[config.mk]
export PLATFORM = sky130hd
export DESIGN_NAME = if_id_stage_reg
export DESIGN_NICKNAME = d
export VERILOG_FILES = /design/src/rtl/if_id_stage_reg.sv
export SDC_FILE = /design/constraint.sdc
export NUM_CORES = 1
export LEC_CHECK = 0
export BUFFER_PORTS_ARGS = -buffer_cell sky130_fd_sc_hd__buf_2
export CAP_MARGIN = 20
export CORE_ASPECT_RATIO = 1.75
export CORE_MARGIN = 1.5
export CORE_UTILIZATION = 48
export DETAILED_ROUTE_END_ITERATION = 12
export GPL_TIMING_DRIVEN = 0
export HOLD_SLACK_MARGIN = 0.03
export MAX_ROUTING_LAYER = met4
export PLACE_DENSITY = 0.88
export SLEW_MARGIN = 20
export SYNTH_ARGS = -nofsm -noshare
export SYNTH_HDL_FRONTEND = slang
export SYNTH_SLANG_ARGS = --single-unit
export TNS_END_PERCENT = 100
[constraint.sdc]
create_clock -name clk -period 1.95 [get_ports clk]
set_input_delay 0.195 -clock clk [delete_from_list [all_inputs] [get_ports clk]]
set_output_delay 0.195 -clock clk [all_outputs]
set_load 0.005 [all_outputs]
[src/rtl/if_id_stage_reg.sv]
// IF->ID pipeline register. Tracks whether the ID slot is empty, showing the
// SRAM read data live (FRESH), or showing a captured copy (HELD). The capture
// exists because the SRAM data is only valid the cycle after the fetch.
module if_id_stage_reg #(
  parameter int                DW        = 32,
  parameter logic [DW-1:0]     NOP_INSTR = '0
) (
  input  logic          clk,
  input  logic          resetn,
  input  logic [DW-1:0] IF_PC,
  input  logic          IF_Valid,
  input  logic          IF_ExcAdEL,
  input  logic          IF_InDelaySlot,
  input  logic [DW-1:0] inst_sram_rdata,
  input  logic          ID_Stall,
  input  logic          ID_Flush,
  output logic [DW-1:0] ID_PC,
  output logic [DW-1:0] ID_Instr,
  output logic          ID_Valid,
  output logic          ID_ExcAdEL,
  output logic          ID_InDelaySlot
);

  typedef enum logic [1:0] {EMPTY, FRESH, HELD} state_t;

  state_t        state_q, state_d;
  logic [DW-1:0] hold_instr;

  // Slot state register
  always_ff @(posedge clk or negedge resetn) begin
    if (!resetn) state_q <= EMPTY;
    else         state_q <= state_d;
  end

  // Next state: flush beats stall beats advance
  always_comb begin
    state_d = state_q;
    if (ID_Flush)      state_d = EMPTY;
    else if (ID_Stall) state_d = (state_q == FRESH) ? HELD : state_q;
    else               state_d = IF_Valid ? FRESH : EMPTY;
  end

  // ID side-band registers; the first stalled cycle of a FRESH slot is the
  // only moment the SRAM data is still valid, so it is captured then.
  always_ff @(posedge clk or negedge resetn) begin
    if (!resetn) begin
      ID_PC          <= '0;
      ID_Valid       <= 1'b0;
      ID_ExcAdEL     <= 1'b0;
      ID_InDelaySlot <= 1'b0;
      hold_instr     <= '0;
    end else if (ID_Flush) begin
      ID_Valid       <= 1'b0;
      ID_ExcAdEL     <= 1'b0;
      ID_InDelaySlot <= 1'b0;
    end else if (ID_Stall) begin
      if (state_q == FRESH) hold_instr <= inst_sram_rdata;
    end else if (IF_Valid) begin
      ID_PC          <= IF_PC;
      ID_Valid       <= 1'b1;
      ID_ExcAdEL     <= IF_ExcAdEL;
      ID_InDelaySlot <= IF_InDelaySlot;
    end else begin
      ID_Valid       <= 1'b0;
    end
  end

  // Instruction mux; a misaligned fetch never reached the SRAM, so its data is junk
  always_comb begin
    ID_Instr = NOP_INSTR;
    if (!ID_ExcAdEL) begin
      case (state_q)
        FRESH:   ID_Instr = inst_sram_rdata;
        HELD:    ID_Instr = hold_instr;
        default: ID_Instr = NOP_INSTR;
      endcase
    end
  end

endmodule

==> impl_metrics.json, run 1 <==
{
  "outcome": "finished with violations",
  "violations": "negative setup slack",
  "multi_input_area_mm2": 0.00147,
  "finalWeightedCongestion": 0.866,
  "combPwrFrac_pct": 19.5,
  "finalHoldViolations": 0,
  "cp.required_ns": 1.75,
  "startpoint_type": "register",
  "post_cts_buffers": 0,
  "seqCellArea_mm2": 0.00173,
  "endpoint_kind": "output port",
  "layout_commonest_cell": "buf_2",
  "dieArea_mm2": 0.00751,
  "dp.cells": 454,
  "chipWidth_um": 66.1,
  "fin_crit_sh_pct": 100,
  "netlist_instances": 232,
  "period_minus_slack_ns": 1.95,
  "routedWlPerCell_um": 17.3,
  "syn_avg_cell_area_um2": 14.4,
  "htree_levels": 3,
  "root_buffer": "clkbuf_16",
  "slowest_delay_ns": 0.38,
  "ys_warn_count": 0,
  "syn_nets": 305,
  "clock.fmax_ghz": 0.512,
  "grt_pass1_wl_mm": 12.9,
  "setup_viol": 1,
  "post_drt_via_cell_ratio": 5.19,
  "peakVddDrop_mv": 0.637,
  "switching_share_pct": 23.2,
  "yosysTopAreaCellShare_pct": 51.6,
  "first_pass_iters": 4,
  "route.vias.total": 2433,
  "drive_gt1_share_pct": 63.4,
  "drv_cap": 0,
  "dp_worst_setup_slack_ns": 0.0482,
  "power_density_mw_per_mm2": 1010,
  "finalNonFillerCells": 469,
  "grtUsageMet2_pct": 39.0,
  "cts_tree": "yes",
  "fin_ws_ns": -0.00170,
  "maxSlewHeadroom_pct": 73.5,
  "syn-cell-area_mm2": 0.00335,
  "die_y_um": 113,
  "synth.distinct_cells": 19,
  "synth.yosys.seq_area_share_pct": 51.6,
  "clk_path_buf_depth": 2,
  "groute.usage.overall_pct": 23.7,
  "final_area_mm2": 0.00457,
  "grt_pass1_vias": 2676,
  "switchingPower_mw": 1.07,
  "clock-sinks": 69,
  "ys.flop_type": "dfrtp_1",
  "p_leak_nw": 2.39,
  "synth_edf_count": 0,
  "antenna_found_initial": 0,
  "final_cell_mix": "buf_2 (141), dfrtp_1 (69), mux2_4 (60), a22oi_1 (31), nor2_1 (29)",
  "ys_seq_elements": 69,
  "timing.final.max_slew_violations": 0,
  "top_usage_layer": "met2",
  "synth_area_leader_cell": "dfrtp_1",
  "p_clk_share_pct": 38.8,
  "hold_path_class": "input pin to register",
  "nFillCells": 542,
  "ant_nets": 0,
  "drtIter0Drc": 154,
  "nets": 454,
  "start_util_pct": 49.2,
  "cpMaxStageDelayCell": "dfrtp_1",
  "num_antenna_cells": 0,
  "crit_fanout": 10,
  "hpwl_mm": 5.82,
  "areaGrowthSynthToFinish_pct": 36.4,
  "use_met3_pct": 4.83,
  "grt-ovfl-total": 0,
  "io_buffers": 137,
  "routed_wl_mm": 8.10,
  "path_cells": "inv_1 > ha_1 > or2_4 > buf_8 > nor2_2 > buf_2",
  "grt_max_degree": 42,
  "ys_async_sr_fraction_pct": 100,
  "clk_latency_ns": 0.33,
  "met1_usage_pct": 25.5,
  "critPathKind": "register to output port",
  "rsz0062_at_grt": "yes",
  "clock_skew_ns": 0.00358,
  "num_rows": 40,
  "io_pins": 138,
  "synth.area.top_cells": "dfrtp_1 (52%), mux2_4 (27%), a22oi_1 (7.2%), nor2_1 (3.9%), buf_12 (3.6%)",
  "seqPwrFrac_pct": 41.7,
  "numCtsBuffers": 9,
  "core_mm2": 0.00681,
  "dpl_cell_area_mm2": 0.00416,
  "p_int_mw": 3.55,
  "worstMarginPinSlew_ns": 0.397,
  "arrival_ns": 1.76,
  "route.detailed.drc": 0,
  "path_clk_slew_ns": 0.05
}
[routing by layer]
| metal | wire length, um | part of all wire [%] |
|---|---|---|
| met2 | 4430 | 55 |
| met3 | 305 | 3.8 |
| met5 | 0 | 0 |
| met4 | 333 | 4.1 |
| met1 | 3030 | 37 |
[flip-flops by register name, indices dropped and copies added, names as in the netlist]
| register | count |
|---|---|
| ID_ExcAdEL | 1 |
| ID_InDelaySlot | 1 |
| ID_PC | 32 |
| ID_Valid | 1 |
| hold_instr | 32 |
| state_q | 2 |
[path summary, 6_finish.rpt]
kind / from / endpoint / slack, ns / depth (start not counted)
max in group asynchronous: resetn / hold_instr[5] / 1.05 / 3
min: IF_PC[25] / ID_PC[25] / 0.1 / 2
min reg2reg: ID_PC[9] / ID_PC[9] / 0.50 / 1
max: state_q[0] / ID_Instr[8] / -0.002 / 6
min in group asynchronous: resetn / ID_PC[0] / 0.35 / 2
max reg2reg: state_q[1] / hold_instr[24] / 0.39 / 6
[what timing repair did]
action,4_1_cts,5_1_grt
pin swaps,1,1
resized for setup,18,14
hold endpoints to repair,28,0
hold buffers,1,0
setup endpoints to repair,30,30
[synthesized netlist by cell type, types with 2 or more instances]
cell,count
dfrtp_1,69
mux2_4,60
nor2_1,35
a22oi_1,32
clkbuf_1,10
buf_12,6
mux2_2,4
a21oi_1,2
ha_1,2
inv_1,2
mux2i_1,2
[critical path: cells and delay by family, from the launching register on]
kind / cells / cell delay (ns)
fa+ha+maj: 1 / 0.28
buf+inv: 3 / 0.34
flops: 1 / 0.38
simple gates: 2 / 0.42
[per-stage QoR]
stage	hold slack [ns]	util, %	setup TNS, ns	power, mW
6_report	0.0992	67.1	-0.00170	4.62
5_1_grt	0.0911	67.1	-1.53	4.83
4_1_cts	0.0879	66.8	0	4.65
3_5_place_dp	0.145	61.1	0	2.82
3_3_place_gp	0.427	60.8	0	2.75
2_1_floorplan	-0.101	-	0	2.45
[power by group through the flow]
stage,Combinational (mW),Clock (mW),Sequential [mW]
final,0.901,1.79,1.93
after global routing,0.969,1.90,1.96
after global placement,0.842,0,1.91
after detailed placement,0.886,0,1.93
after CTS,0.907,1.83,1.92
after floorplan,0.537,0,1.91
[kinds of logic after synthesis]
logic type / share of synthesized area [%]
adders and majority gates: 0.747
muxes: 28.8
and+or+nand+nor: 6.28
buffers and inverters: 5.08
DFF: 51.6
AOI/OAI and AO/OA: 7.47
[area by class of cell]
| class | count | area share [%] |
|---|---|---|
| sequential | 69 | 37.8 |
| multi-input combinational | 144 | 32.3 |
| timing repair buffer | 139 | 15.7 |
| clock buffer | 12 | 5.83 |
| buffer | 16 | 4.44 |
| tap | 84 | 2.30 |
| clock inverter | 3 | 1.48 |
| inverter | 2 | 0.164 |
Note: power is estimated with default switching activity, not from simulation.
==> run 2, diff against run 1 <==
CORE_ASPECT_RATIO = 1.4   (was 1.75)
CORE_UTILIZATION = 45   (was 48)
PLACE_DENSITY = 0.84   (was 0.88)
TNS_END_PERCENT = default   (was 100)
==> impl_metrics.json, run 2 (synthesis gave the netlist of run 1 again) <==
{
  "outcome": "finished with violations",
  "violations": "negative setup slack",
  "worstRegToRegCells": 6,
  "clock.fmax_ghz": 0.510,
  "grt_max_degree": 59,
  "grt_pass1_vias": 2435,
  "fin_ws_ns": -0.0122,
  "num_antenna_cells": 0,
  "drv_cap": 0,
  "maxSlewHeadroom_pct": 81.1,
  "hpwl_mm": 5.16,
  "slowest_delay_ns": 0.38,
  "startpoint_type": "register",
  "clock_skew_ns": 0.00492,
  "htree_levels": 3,
  "route.detailed.drc": 0,
  "num_rows": 37,
  "crit_fanout": 8,
  "route.vias.total": 2428,
  "post_cts_buffers": 0,
  "peakVddDrop_mv": 0.455,
  "clk_path_buf_depth": 2,
  "worst-path-stages": 6,
  "post_drt_via_cell_ratio": 5.00,
  "antenna_found_initial": 0,
  "grt-ovfl-total": 0,
  "numCtsBuffers": 9,
  "whs_path_depth": 2,
  "dp_worst_setup_slack_ns": 0.0572,
  "final_area_mm2": 0.00476,
  "first_pass_iters": 4,
  "met3_length_um": 346,
  "nets": 457,
  "cts_tree": "yes",
  "dieArea_mm2": 0.00797,
  "worstMarginPinSlew_ns": 0.283,
  "start_util_pct": 46.1,
  "root_buffer": "clkbuf_8",
  "final_util_pct": 65.5,
  "wl_met2_mm": 4.06,
  "setup_viol": 4,
  "path_clk_slew_ns": 0.07,
  "highest_layer": "met4",
  "grt_pass1_wl_mm": 11.7,
  "critPathKind": "register to output port",
  "power_density_mw_per_mm2": 845,
  "die_y_um": 105,
  "areaGrowthSynthToFinish_pct": 42.2,
  "dpl_cell_area_mm2": 0.00419,
  "period_minus_slack_ns": 1.96,
  "timing.final.max_slew_violations": 0,
  "p_leak_nw": 2.38,
  "fin_crit_sh_pct": 101,
  "ant_nets": 0,
  "routedWlPerCell_um": 15.8,
  "core_mm2": 0.00727,
  "chipWidth_um": 75.9,
  "finalWeightedCongestion": 0.767,
  "layout_commonest_cell": "buf_2",
  "top_regs": "ID_PC (32), hold_instr (32), state_q (2)",
  "arrival_ns": 1.77,
  "io_buffers": 137,
  "finalHoldViolations": 0,
  "final_cell_mix": "buf_2 (138), dfrtp_1 (69), mux2_4 (60), a22oi_2 (18), nor2_4 (18)",
  "wl_met1_mm": 3.13,
  "path_cells": "inv_1 > ha_1 > or2_4 > clkbuf_16 > nor2_4 > buf_2",
  "drive_gt1_share_pct": 73.5,
  "path_buf_inv": 3,
  "clock-sinks": 69,
  "tns_ns": -0.0343,
  "cp.required_ns": 1.75,
  "io_pins": 138,
  "hold_path_class": "input pin to register",
  "cpMaxStageDelayCell": "dfrtp_1",
  "clk_latency_ns": 0.35,
  "endpoint_kind": "output port",
  "routed_wl_mm": 7.70,
  "drtIter0Drc": 94,
  "rsz0062_at_grt": "yes",
  "groute.usage.overall_pct": 19.4,
  "path_delay_family": "simple AND/OR/NAND/NOR gates"
}
==> run 2: cell count changes in the layout (fill, tap and decap cells not counted), moves of 4 or more <==
| cell | delta |
|---|---|
| a22oi_2 | +17 |
| nor2_2 | +4 |
| nor2_4 | +18 |
| clkbuf_8 | +7 |
| clkbuf_16 | -7 |
| clkinv_2 | +4 |
| a22oi_1 | -17 |
| nor2_1 | -22 |
==> run 2: area by class of cell <==
type / count / area, um^2
fillers: 555 / 2510
clock buffers: 11 / 141
inverters: 2 / 7.51
clock inverters: 5 / 50.0
flip-flops and latches: 69 / 1730
multi-input cells: 144 / 1700
plain buffers: 16 / 215
well taps: 97 / 121
repair buffers: 142 / 793
==> run 2: worst register-to-register path: stages (launching register included) <==
cell      delay [ns]
dfrtp_1         0.40
inv_1           0.06
ha_1            0.12
buf_2           0.20
nand3b_4        0.17
buf_12          0.20
mux2_4          0.30
==> run 2: layer usage <==
metal  GRT usage [%]  vias to the layer above
met5               -                        -
li1                -                     1126
met3            3.32                       13
met2            31.0                       84
met4            10.4                        0
met1            23.5                     1205
==> run 2: final timing paths <==
| check | start | to | slack, ns |
|---|---|---|---|
| worst min register to register | ID_PC[20] | ID_PC[20] | 0.51 |
| min in group asynchronous | resetn | ID_PC[29] | 0.24 |
| worst max-delay path | state_q[0] | ID_Instr[7] | -0.01 |
| max in group asynchronous | resetn | ID_PC[28] | 1.19 |
| worst min-delay path | IF_PC[23] | ID_PC[23] | 0.08 |
| worst max register to register | state_q[1] | hold_instr[28] | 0.39 |
==> run 2: what timing repair did <==
| item | CTS | global route |
|---|---|---|
| gates cloned | 1 | 2 |
| pin swaps | 1 | 24 |
| gates resized for setup | 20 | 78 |
| setup endpoints to repair | 32 | 30 |
| hold buffers | 1 | 0 |
| endpoints found under the hold margin | 69 | 0 |
==> run 2: stage by stage <==
| step | power [mW] | hold slack, ns | cells |
|---|---|---|---|
| 6_report | 4.02 | 0.0802 | 486 |
| 2_1_floorplan | 2.45 | -0.101 | 232 |
| 3_5_place_dp | 2.80 | 0.0566 | 467 |
| 5_1_grt | 4.23 | 0.0596 | 486 |
| 3_3_place_gp | 2.75 | 0.428 | 466 |
| 4_1_cts | 3.97 | 0.0565 | 484 |
==> run 2: power by group <==
part	switching, mW	leakage, nW	total [mW]	internal [mW]
Sequential	0.190	0.837	1.93	1.74
Clock	0.507	0.103	1.12	0.617
Combinational	0.343	1.44	0.966	0.624
==> run 3, diff against run 2 <==
CAP_MARGIN = 5   (was 20)
CORE_UTILIZATION = 48   (was 45)
PLACE_DENSITY = 0.88   (was 0.84)
==> impl_metrics.json, run 3 (synthesis gave the netlist of run 1 again) <==
{
  "timing.final.max_slew_violations": 0,
  "rsz0062_at_grt": "yes",
  "root_buffer": "clkbuf_8",
  "num_antenna_cells": 0,
  "io_buffers": 137,
  "top_regs": "ID_PC (32), hold_instr (32), state_q (2)",
  "groute.usage.overall_pct": 19.7,
  "cts_tree": "yes",
  "r2r_slack_ns": 0.40,
  "outcome": "complete, no violations",
  "die_y_um": 102,
  "period_minus_slack_ns": 1.91,
  "hold_path_class": "input pin to register",
  "route.detailed.drc": 0,
  "drive_gt1_share_pct": 64.3,
  "dieArea_mm2": 0.00749,
  "final_cell_mix": "buf_2 (138), dfrtp_1 (69), mux2_4 (60), a22oi_1 (31), nor2_1 (25)",
  "route.vias.total": 2429,
  "setup_viol": 0,
  "grt_max_degree": 40,
  "cp.required_ns": 1.75,
  "start_util_pct": 50.3,
  "core_mm2": 0.00666,
  "io_pins": 138,
  "routed_wl_mm": 7.02,
  "tns_ns": 0,
  "peakVddDrop_mv": 0.525,
  "clock-sinks": 69,
  "endpoint_kind": "output port",
  "nets": 455,
  "finalWeightedCongestion": 0.739,
  "crit_fanout": 10,
  "grt_pass1_vias": 2399,
  "power_mw": 4.08,
  "startpoint": "state_q[0]",
  "r2r_start": "state_q[1]",
  "worstMarginPinSlew_ns": 0.403,
  "num_rows": 35,
  "maxSlewHeadroom_pct": 73.1,
  "critPathCapture": "ID_Instr[25]",
  "areaGrowthSynthToFinish_pct": 34.3,
  "clk_latency_ns": 0.33,
  "first_pass_iters": 4,
  "routedWlPerCell_um": 14.7,
  "worstRegToRegCells": 6,
  "power_density_mw_per_mm2": 908,
  "p_leak_nw": 2.35,
  "clock_skew_ns": 0.00615,
  "numCtsBuffers": 9,
  "path_clk_slew_ns": 0.07,
  "grt_pass1_wl_mm": 11.0,
  "finalHoldViolations": 0,
  "drv_cap": 0,
  "clk_path_buf_depth": 2,
  "startpoint_type": "register",
  "layout_commonest_cell": "buf_2",
  "critPathKind": "register to output port",
  "arrival_ns": 1.72,
  "hpwl_mm": 5.27,
  "r2r-end": "hold_instr[22]",
  "drtIter0Drc": 57,
  "grt-ovfl-total": 0,
  "antenna_found_initial": 0,
  "fin_crit_sh_pct": 98.0,
  "htree_levels": 3,
  "chipWidth_um": 73.6,
  "post_drt_via_cell_ratio": 5.07,
  "ant_nets": 0,
  "clock.fmax_ghz": 0.523
}
## run 3: metal layers
metal / global-route usage, % / vias to the layer above / part of all wire, %
met5: - / - / 0
met4: 9.12 / 0 / 2.0
met3: 4.14 / 14 / 5.7
met2: 30.9 / 108 / 51
met1: 24.1 / 1178 / 42
li1: - / 1129 / -
## run 3: power by group
part / internal, mW / total (mW) / switching, mW
combinational: 0.593 / 0.888 / 0.295
sequential: 1.74 / 1.91 / 0.176
clock: 0.786 / 1.28 / 0.492
total: 3.12 / 4.08 / 0.963
## run 3: cell type report
cell class	count	area [um^2]
well taps	92	115
plain buffers	16	213
clock inverters	4	70.1
repair buffers	140	726
inverters	2	7.51
clock buffers	12	155
fillers	531	2160
multi-input cells	144	1480
flip-flops and latches	69	1730
## run 3: worst min path at each step
| stage | from | to | slack (ns) | cells after the start |
|---|---|---|---|---|
| after floorplan | resetn | ID_ExcAdEL | -0.10 | 0 |
| after global placement | IF_PC[17] | ID_PC[17] | 0.43 | 2 |
| after detailed placement | resetn | ID_ExcAdEL | 0.16 | 1 |
| after CTS | IF_PC[9] | ID_PC[9] | 0.07 | 2 |
| after global routing | IF_PC[9] | ID_PC[9] | 0.07 | 2 |
| final | IF_PC[8] | ID_PC[8] | 0.09 | 2 |
## run 3: critical path, stage by stage (launching register included)
cell and delay, ns:
dfrtp_1 0.38, inv_1 0.06, ha_1 0.28, or2_4 0.28, buf_8 0.16, nor2_1 0.10
buf_2 0.12
## run 3: what timing repair did
action                     4_1_cts  5_1_grt
hold endpoints to repair        30        0
hold buffers                     1        0
pin swaps                        1        0
buffers inserted                 0        1
resized for setup               16       25
gates cloned                     0        0
setup endpoints to repair       31       30
## run 3: through the flow
stage | util, % | cell area [um^2] | hold slack (ns) | setup WS (ns) | std cells
2_1_floorplan | - | 3350 | -0.101 | 0.362 | 232
3_3_place_gp | 62.3 | 4150 | 0.428 | 0.108 | 461
3_5_place_dp | 62.7 | 4170 | 0.155 | 0.0659 | 462
4_1_cts | 66.7 | 4440 | 0.0708 | 0.00627 | 478
5_1_grt | 67.6 | 4500 | 0.0743 | -0.0412 | 479
6_report | 67.6 | 4500 | 0.0931 | 0.0381 | 479
